## src/rtl/xbar_burst_arbiter.sv

```systemverilog
`default_nettype none
// ============================================================================
//  Module   : xbar_burst_arbiter
//  Purpose  : Round-robin arbiter for one crossbar slave port shared by four
//             masters. A grant is held for a whole burst. It is released on
//             the granted master's last-beat handshake, when that master
//             withdraws its request, or when a watchdog detects a stalled
//             burst.
//  Ports    :
//    iClk         in   1  clock
//    iRst_n       in   1  asynchronous active-low reset
//    iReq         in   4  per-master request, held high for the whole burst
//    iValid       in   4  per-master beat valid
//    iLast        in   4  per-master last-beat flag, qualified by iValid
//    iReady       in   1  slave beat ready
//    oGrant       out  2  index of granted master, stable while oGrantValid
//    oGrantValid  out  1  grant active (BUSY)
//    oBeat        out  1  beat handshake of the granted master
//    oTimeout     out  1  one-cycle pulse on watchdog release
//    oTimeoutMst  out  2  master released by the most recent timeout
//  Revision : 1.0  initial release
// ============================================================================
module xbar_burst_arbiter #(
  parameter int unsigned TO_CYC = 256  // stalled BUSY cycles before forced release; 0 disables
) (
  input  logic       iClk,
  input  logic       iRst_n,
  input  logic [3:0] iReq,
  input  logic [3:0] iValid,
  input  logic [3:0] iLast,
  input  logic       iReady,
  output logic [1:0] oGrant,
  output logic       oGrantValid,
  output logic       oBeat,
  output logic       oTimeout,
  output logic [1:0] oTimeoutMst
);

  // A disabled watchdog still keeps a 1-bit counter so no zero-width vector
  // is ever declared.
  localparam int unsigned CW         = (TO_CYC > 0) ? $clog2(TO_CYC + 1) : 1;
  localparam int unsigned C_LAST_INT = (TO_CYC > 0) ? (TO_CYC - 1) : 0;
  localparam logic [CW-1:0] C_CNT_LAST = C_LAST_INT[CW-1:0];
  localparam logic [CW-1:0] C_CNT_MAX  = '1;
  localparam logic [CW-1:0] C_CNT_ONE  = CW'(1);
  localparam bit            C_TO_EN    = (TO_CYC != 0);

  typedef enum logic [0:0] {
    ST_IDLE = 1'b0,
    ST_BUSY = 1'b1
  } state_t;

  state_t        state_q, state_d;
  logic [1:0]    grant_q, grant_d;
  logic [1:0]    ptr_q, ptr_d;
  logic [CW-1:0] cnt_q, cnt_d;
  logic          to_q, to_d;
  logic [1:0]    to_mst_q, to_mst_d;

  logic [1:0]    winner;
  logic          beat;

  // Round-robin search. It starts just after the last released master, so
  // that master has the lowest priority. It is still chosen when it is the
  // only requester.
  always_comb begin : arb_search
    logic found;
    winner = ptr_q + 2'd1;
    found  = 1'b0;
    for (int k = 1; k <= 4; k++) begin
      if (!found && iReq[ptr_q + 2'(k)]) begin
        winner = ptr_q + 2'(k);
        found  = 1'b1;
      end
    end
  end

  // Only the granted master's valid is looked at, and only in BUSY.
  assign beat = (state_q == ST_BUSY) & iValid[grant_q] & iReady;

  always_comb begin
    state_d  = state_q;
    grant_d  = grant_q;
    ptr_d    = ptr_q;
    cnt_d    = cnt_q;
    to_d     = 1'b0;
    to_mst_d = to_mst_q;

    case (state_q)
      ST_IDLE: begin
        // Requests that arrive in the same cycle as a release are
        // arbitrated here. This gives exactly one bubble between grants.
        if (|iReq) begin
          grant_d = winner;
          cnt_d   = '0;
          state_d = ST_BUSY;
        end
      end

      ST_BUSY: begin
        if (beat && iLast[grant_q]) begin
          state_d = ST_IDLE;
          ptr_d   = grant_q;
        end else if (!iReq[grant_q]) begin
          state_d = ST_IDLE;
          ptr_d   = grant_q;
        end else if (C_TO_EN && !beat && (cnt_q == C_CNT_LAST)) begin
          // A beat in the final watchdog cycle takes precedence and
          // restarts the count.
          state_d  = ST_IDLE;
          ptr_d    = grant_q;
          to_d     = 1'b1;
          to_mst_d = grant_q;
        end else if (beat) begin
          cnt_d = '0;
        end else if (cnt_q != C_CNT_MAX) begin
          cnt_d = cnt_q + C_CNT_ONE;
        end
      end

      default: begin
        state_d = ST_IDLE;
      end
    endcase
  end

  // On reset the pointer is set to 3, so master 0 wins the first arbitration.
  always_ff @(posedge iClk or negedge iRst_n) begin
    if (!iRst_n) begin
      state_q  <= ST_IDLE;
      grant_q  <= 2'd0;
      ptr_q    <= 2'd3;
      cnt_q    <= '0;
      to_q     <= 1'b0;
      to_mst_q <= 2'd0;
    end else begin
      state_q  <= state_d;
      grant_q  <= grant_d;
      ptr_q    <= ptr_d;
      cnt_q    <= cnt_d;
      to_q     <= to_d;
      to_mst_q <= to_mst_d;
    end
  end

  assign oGrant      = grant_q;
  assign oGrantValid = (state_q == ST_BUSY);
  assign oBeat       = beat;
  assign oTimeout    = to_q;
  assign oTimeoutMst = to_mst_q;

endmodule
`default_nettype wire
```

## config.mk

```make
export PLATFORM = sky130hd
export DESIGN_NAME = xbar_burst_arbiter
export DESIGN_NICKNAME = d
export VERILOG_FILES = /design/src/rtl/xbar_burst_arbiter.sv
export SDC_FILE = /design/constraint.sdc
export NUM_CORES = 1
export LEC_CHECK = 0
export ABC_AREA = 1
export CAP_MARGIN = 20
export CORE_MARGIN = 1.5
export CORE_UTILIZATION = 49
export CTS_CLUSTER_SIZE = 30
export DETAILED_ROUTE_END_ITERATION = 12
export MAX_ROUTING_LAYER = met4
export PLACE_DENSITY = 0.86
export SLEW_MARGIN = 10
export SYNTH_ARGS = -nofsm -noshare
export SYNTH_HDL_FRONTEND = slang
export SYNTH_SLANG_ARGS = --single-unit
export TNS_END_PERCENT = 5
```

## constraint.sdc

```tcl
create_clock -name iClk -period 1.9 [get_ports iClk]
set_input_delay 0.57 -clock iClk [delete_from_list [all_inputs] [get_ports iClk]]
set_output_delay 0.57 -clock iClk [all_outputs]
set_load 0.02 [all_outputs]
```

==> impl_metrics.env <==
export IMPL_vias_per_cell=5.166
export IMPL_yosysSeqAreaShare=0.2921
export IMPL_dr_pass1_iters=8
export IMPL_fmax_ghz=0.5121
export IMPL_report_final_slew_viol_count=0
export IMPL_worst_slack_ns=-0.05263
export IMPL_syn_inst=232
export IMPL_post_place_cells=308
export IMPL_die_y_um=57.68
export IMPL_drv_cap=0
export IMPL_row_count=19
export IMPL_crit_start="cnt_q[0]"
export IMPL_yosysWarnings=0
export IMPL_worst_path_max_fanout=5
export IMPL_drt_drc_violations_left=2
export IMPL_coreArea_um2=2805
export IMPL_hpwlAfterDp_um=2662
export IMPL_ys_seq_elements=17
export IMPL_critical_path_arrival_ns=2.15
export IMPL_hold_path_class="flop to flop"
export IMPL_grt_pass1_vias=1441
export IMPL_synth_edf_count=0
export IMPL_p_sw_uw=1452
export IMPL_numCtsBuffers=3
export IMPL_start_kind="flop"
export IMPL_worstMarginPinSlew_ns=0.3965
export IMPL_grt_max_degree=14
export IMPL_register_area_um2=429.2
export IMPL_grt_pass1_wl_um=6065
export IMPL_multi_input_area_um2=989.7
export IMPL_drt_wl_total_um=3882
export IMPL_critical_path_class="flop to flop"
export IMPL_r2r_start="cnt_q[0]"
export IMPL_dieArea_um2=3327
export IMPL_synth_top_family_by_area="simple AND/OR/NAND/NOR gates"
export IMPL_nFillCells=214
export IMPL_port_buffers=21
export IMPL_synthArstFlopShare=1.000
export IMPL_synth_xor_area_frac=0.02391
export IMPL_ir_worst_vdd_mv=0.9349
export IMPL_p_total_uw=2853
export IMPL_vias=1653
export IMPL_start_util=0.5223
export IMPL_cts_tree="built"
export IMPL_min_period_ns=1.953
export IMPL_finalHoldViolations=0
export IMPL_grt_overflow_total=0
export IMPL_syn2layout_area_growth_pct=42.78
export IMPL_leakagePower_uw=0.001162
export IMPL_synthesis_nets=250
export IMPL_final_cell_mix="100 x nand2_1, 33 x buf_4, 24 x inv_1"
export IMPL_cts_clk_slew_worst_paths_ns=0.10
export IMPL_cts_max_path_buffers=2
export IMPL_fin_nets=308
export IMPL_insertedDiodeCount=0
export IMPL_clkPwrFrac=0.070
export IMPL_synth_simple_area_share=0.5295
export IMPL_htree_levels=1
export IMPL_fin_cells=320
export IMPL_synthMuxAreaShare=0
export IMPL_seq_power_share=0.196
export IMPL_drive_gt1_frac=0.2976
export IMPL_globalplace_congestion=0.8437
export IMPL_clock_latency_ns=0.30
export IMPL_synth_cell_type_count=28
export IMPL_min_period_over_period=1.028
export IMPL_drt_wirelength_per_cell_um=12.13
export IMPL_crit_required_ns=2.10
export IMPL_slew_limit_headroom=0.7349
export IMPL_cts_sinks=17
export IMPL_cp_end_kind="flop"
export IMPL_status="complete, but fails checks"
export IMPL_antenna_found_initial=0
export IMPL_cts_root_buf="clkbuf_4"
export IMPL_hold_start="oTimeoutMst[0]"
export IMPL_synth_main_ff_cell="dfrtp_1"
export IMPL_netlist_area_um2=1465
export IMPL_syn_avg_cell_area_um2=6.315
export IMPL_setup_viol_count_final=9
export IMPL_skew_ns=0.003383
export IMPL_pwr_share_comb=0.733
export IMPL_globalRouteTotalUtil=0.2391
export IMPL_layout_commonest_cell="nand2_1"
export IMPL_cellPowerDensity_nw_per_um2=1364
export IMPL_synth_compound_area_frac=0.02050
export IMPL_switching_share=0.5091
export IMPL_drtIter0Drc=133
export IMPL_ant_nets=0
export IMPL_violations="DRC, setup timing"
export IMPL_die_w_um=57.68
export IMPL_io_pins=22
export IMPL_rsz0062_at_grt="true"
export IMPL_synth_fa_ha_area_frac=0.02562
export IMPL_p_int_uw=1401
[cell usage after synthesis (3+ instances only)]
| library cell | count | area share |
|---|---|---|
| nand2_1 | 102 | 0.26 |
| nand3_2 | 3 | 0.020 |
| inv_1 | 25 | 0.064 |
| inv_2 | 3 | 0.0077 |
| ha_1 | 3 | 0.026 |
| nor2_1 | 16 | 0.041 |
| nand2_2 | 10 | 0.043 |
| dfrtp_1 | 15 | 0.26 |
| nand3_1 | 27 | 0.092 |
[cell type report]
type	instances	share of cell area
Clock buffer	3	0.01077
Clock inverter	1	0.002392
Inverter	30	0.05801
Multi-Input combinational cell	181	0.4731
Sequential cell	17	0.2051
Tap cell	31	0.01854
Timing Repair Buffer	57	0.2321
[what timing repair did]
item                                    4_1_cts  5_1_grt
resized for setup                            21       25
pin swaps                                     5       17
hold buffers                                  0        0
endpoints found under the setup margin       17       17
hold endpoints to repair                      0        0
cloned                                        0        1
buffers inserted                              4        3
[final timing paths]
kind                                       end  slack [ns]  cells past startpoint
worst min-delay path            oTimeoutMst[0]        0.51                      2
max in group asynchronous             cnt_q[1]        0.88                      2
min in group asynchronous       oTimeoutMst[1]        0.55                      1
worst min register to register  oTimeoutMst[0]        0.51                      2
worst max-delay path                  cnt_q[3]       -0.05                     12
worst max register to register        cnt_q[3]       -0.05                     12
[registers in the layout, indices dropped and copies added (netlist names)]
register	flops
cnt_q	9
oGrant	2
oGrantValid	1
oTimeout	1
oTimeoutMst	2
ptr_q	2
[kinds of logic after synthesis]
family,Yosys count
buf+inv,34
fa+ha+maj,3
xor+xnor,4
compound gates,6
flops,17
simple gates,168
[power by group through the flow]
stage	clock network, µW	registers (µW)	logic [µW]
after floorplan	0	573	1200
after global placement	0	583	1780
after detailed placement	0	584	1820
after CTS	206	553	1890
after global routing	225	569	2300
final	201	560	2090
[worst max-delay path, stage by stage (launching register included)]
cell and delay [ns]:
dfrtp_1 0.37, ha_2 0.21, nand3_4 0.08, nor2_4 0.14, nand2_2 0.09, nor3b_4 0.23
ha_2 0.23, nand2_2 0.06, nand2_2 0.09, nand2_4 0.08, buf_6 0.15, nand3_2 0.06
nand2_1 0.05
[metrics by stage]
step	cell area [µm²]	hold slack (ns)	setup TNS [ns]	setup slack, ns	utilization
after floorplan	1465	0.2744	0	0.09139	-
after global placement	1886	0.4805	-2.025	-0.6083	0.6722
after detailed placement	1886	0.4877	-3.160	-0.6662	0.6722
after CTS	1949	0.5139	-0.6160	-0.06960	0.6949
after global routing	2092	0.5306	-1.223	-0.1324	0.7458
final	2092	0.5107	-0.3033	-0.05263	0.7458
[routing by layer]
metal  global-route usage  vias to the layer above  part of all wire
met5                    -                        -                 0
met4              0.03987                        0             0.012
met3              0.04018                       10             0.044
met2               0.4221                       61              0.52
met1               0.2910                      750              0.43
li1                     -                      832                 -
Note: power is estimated with default switching activity, not from simulation.
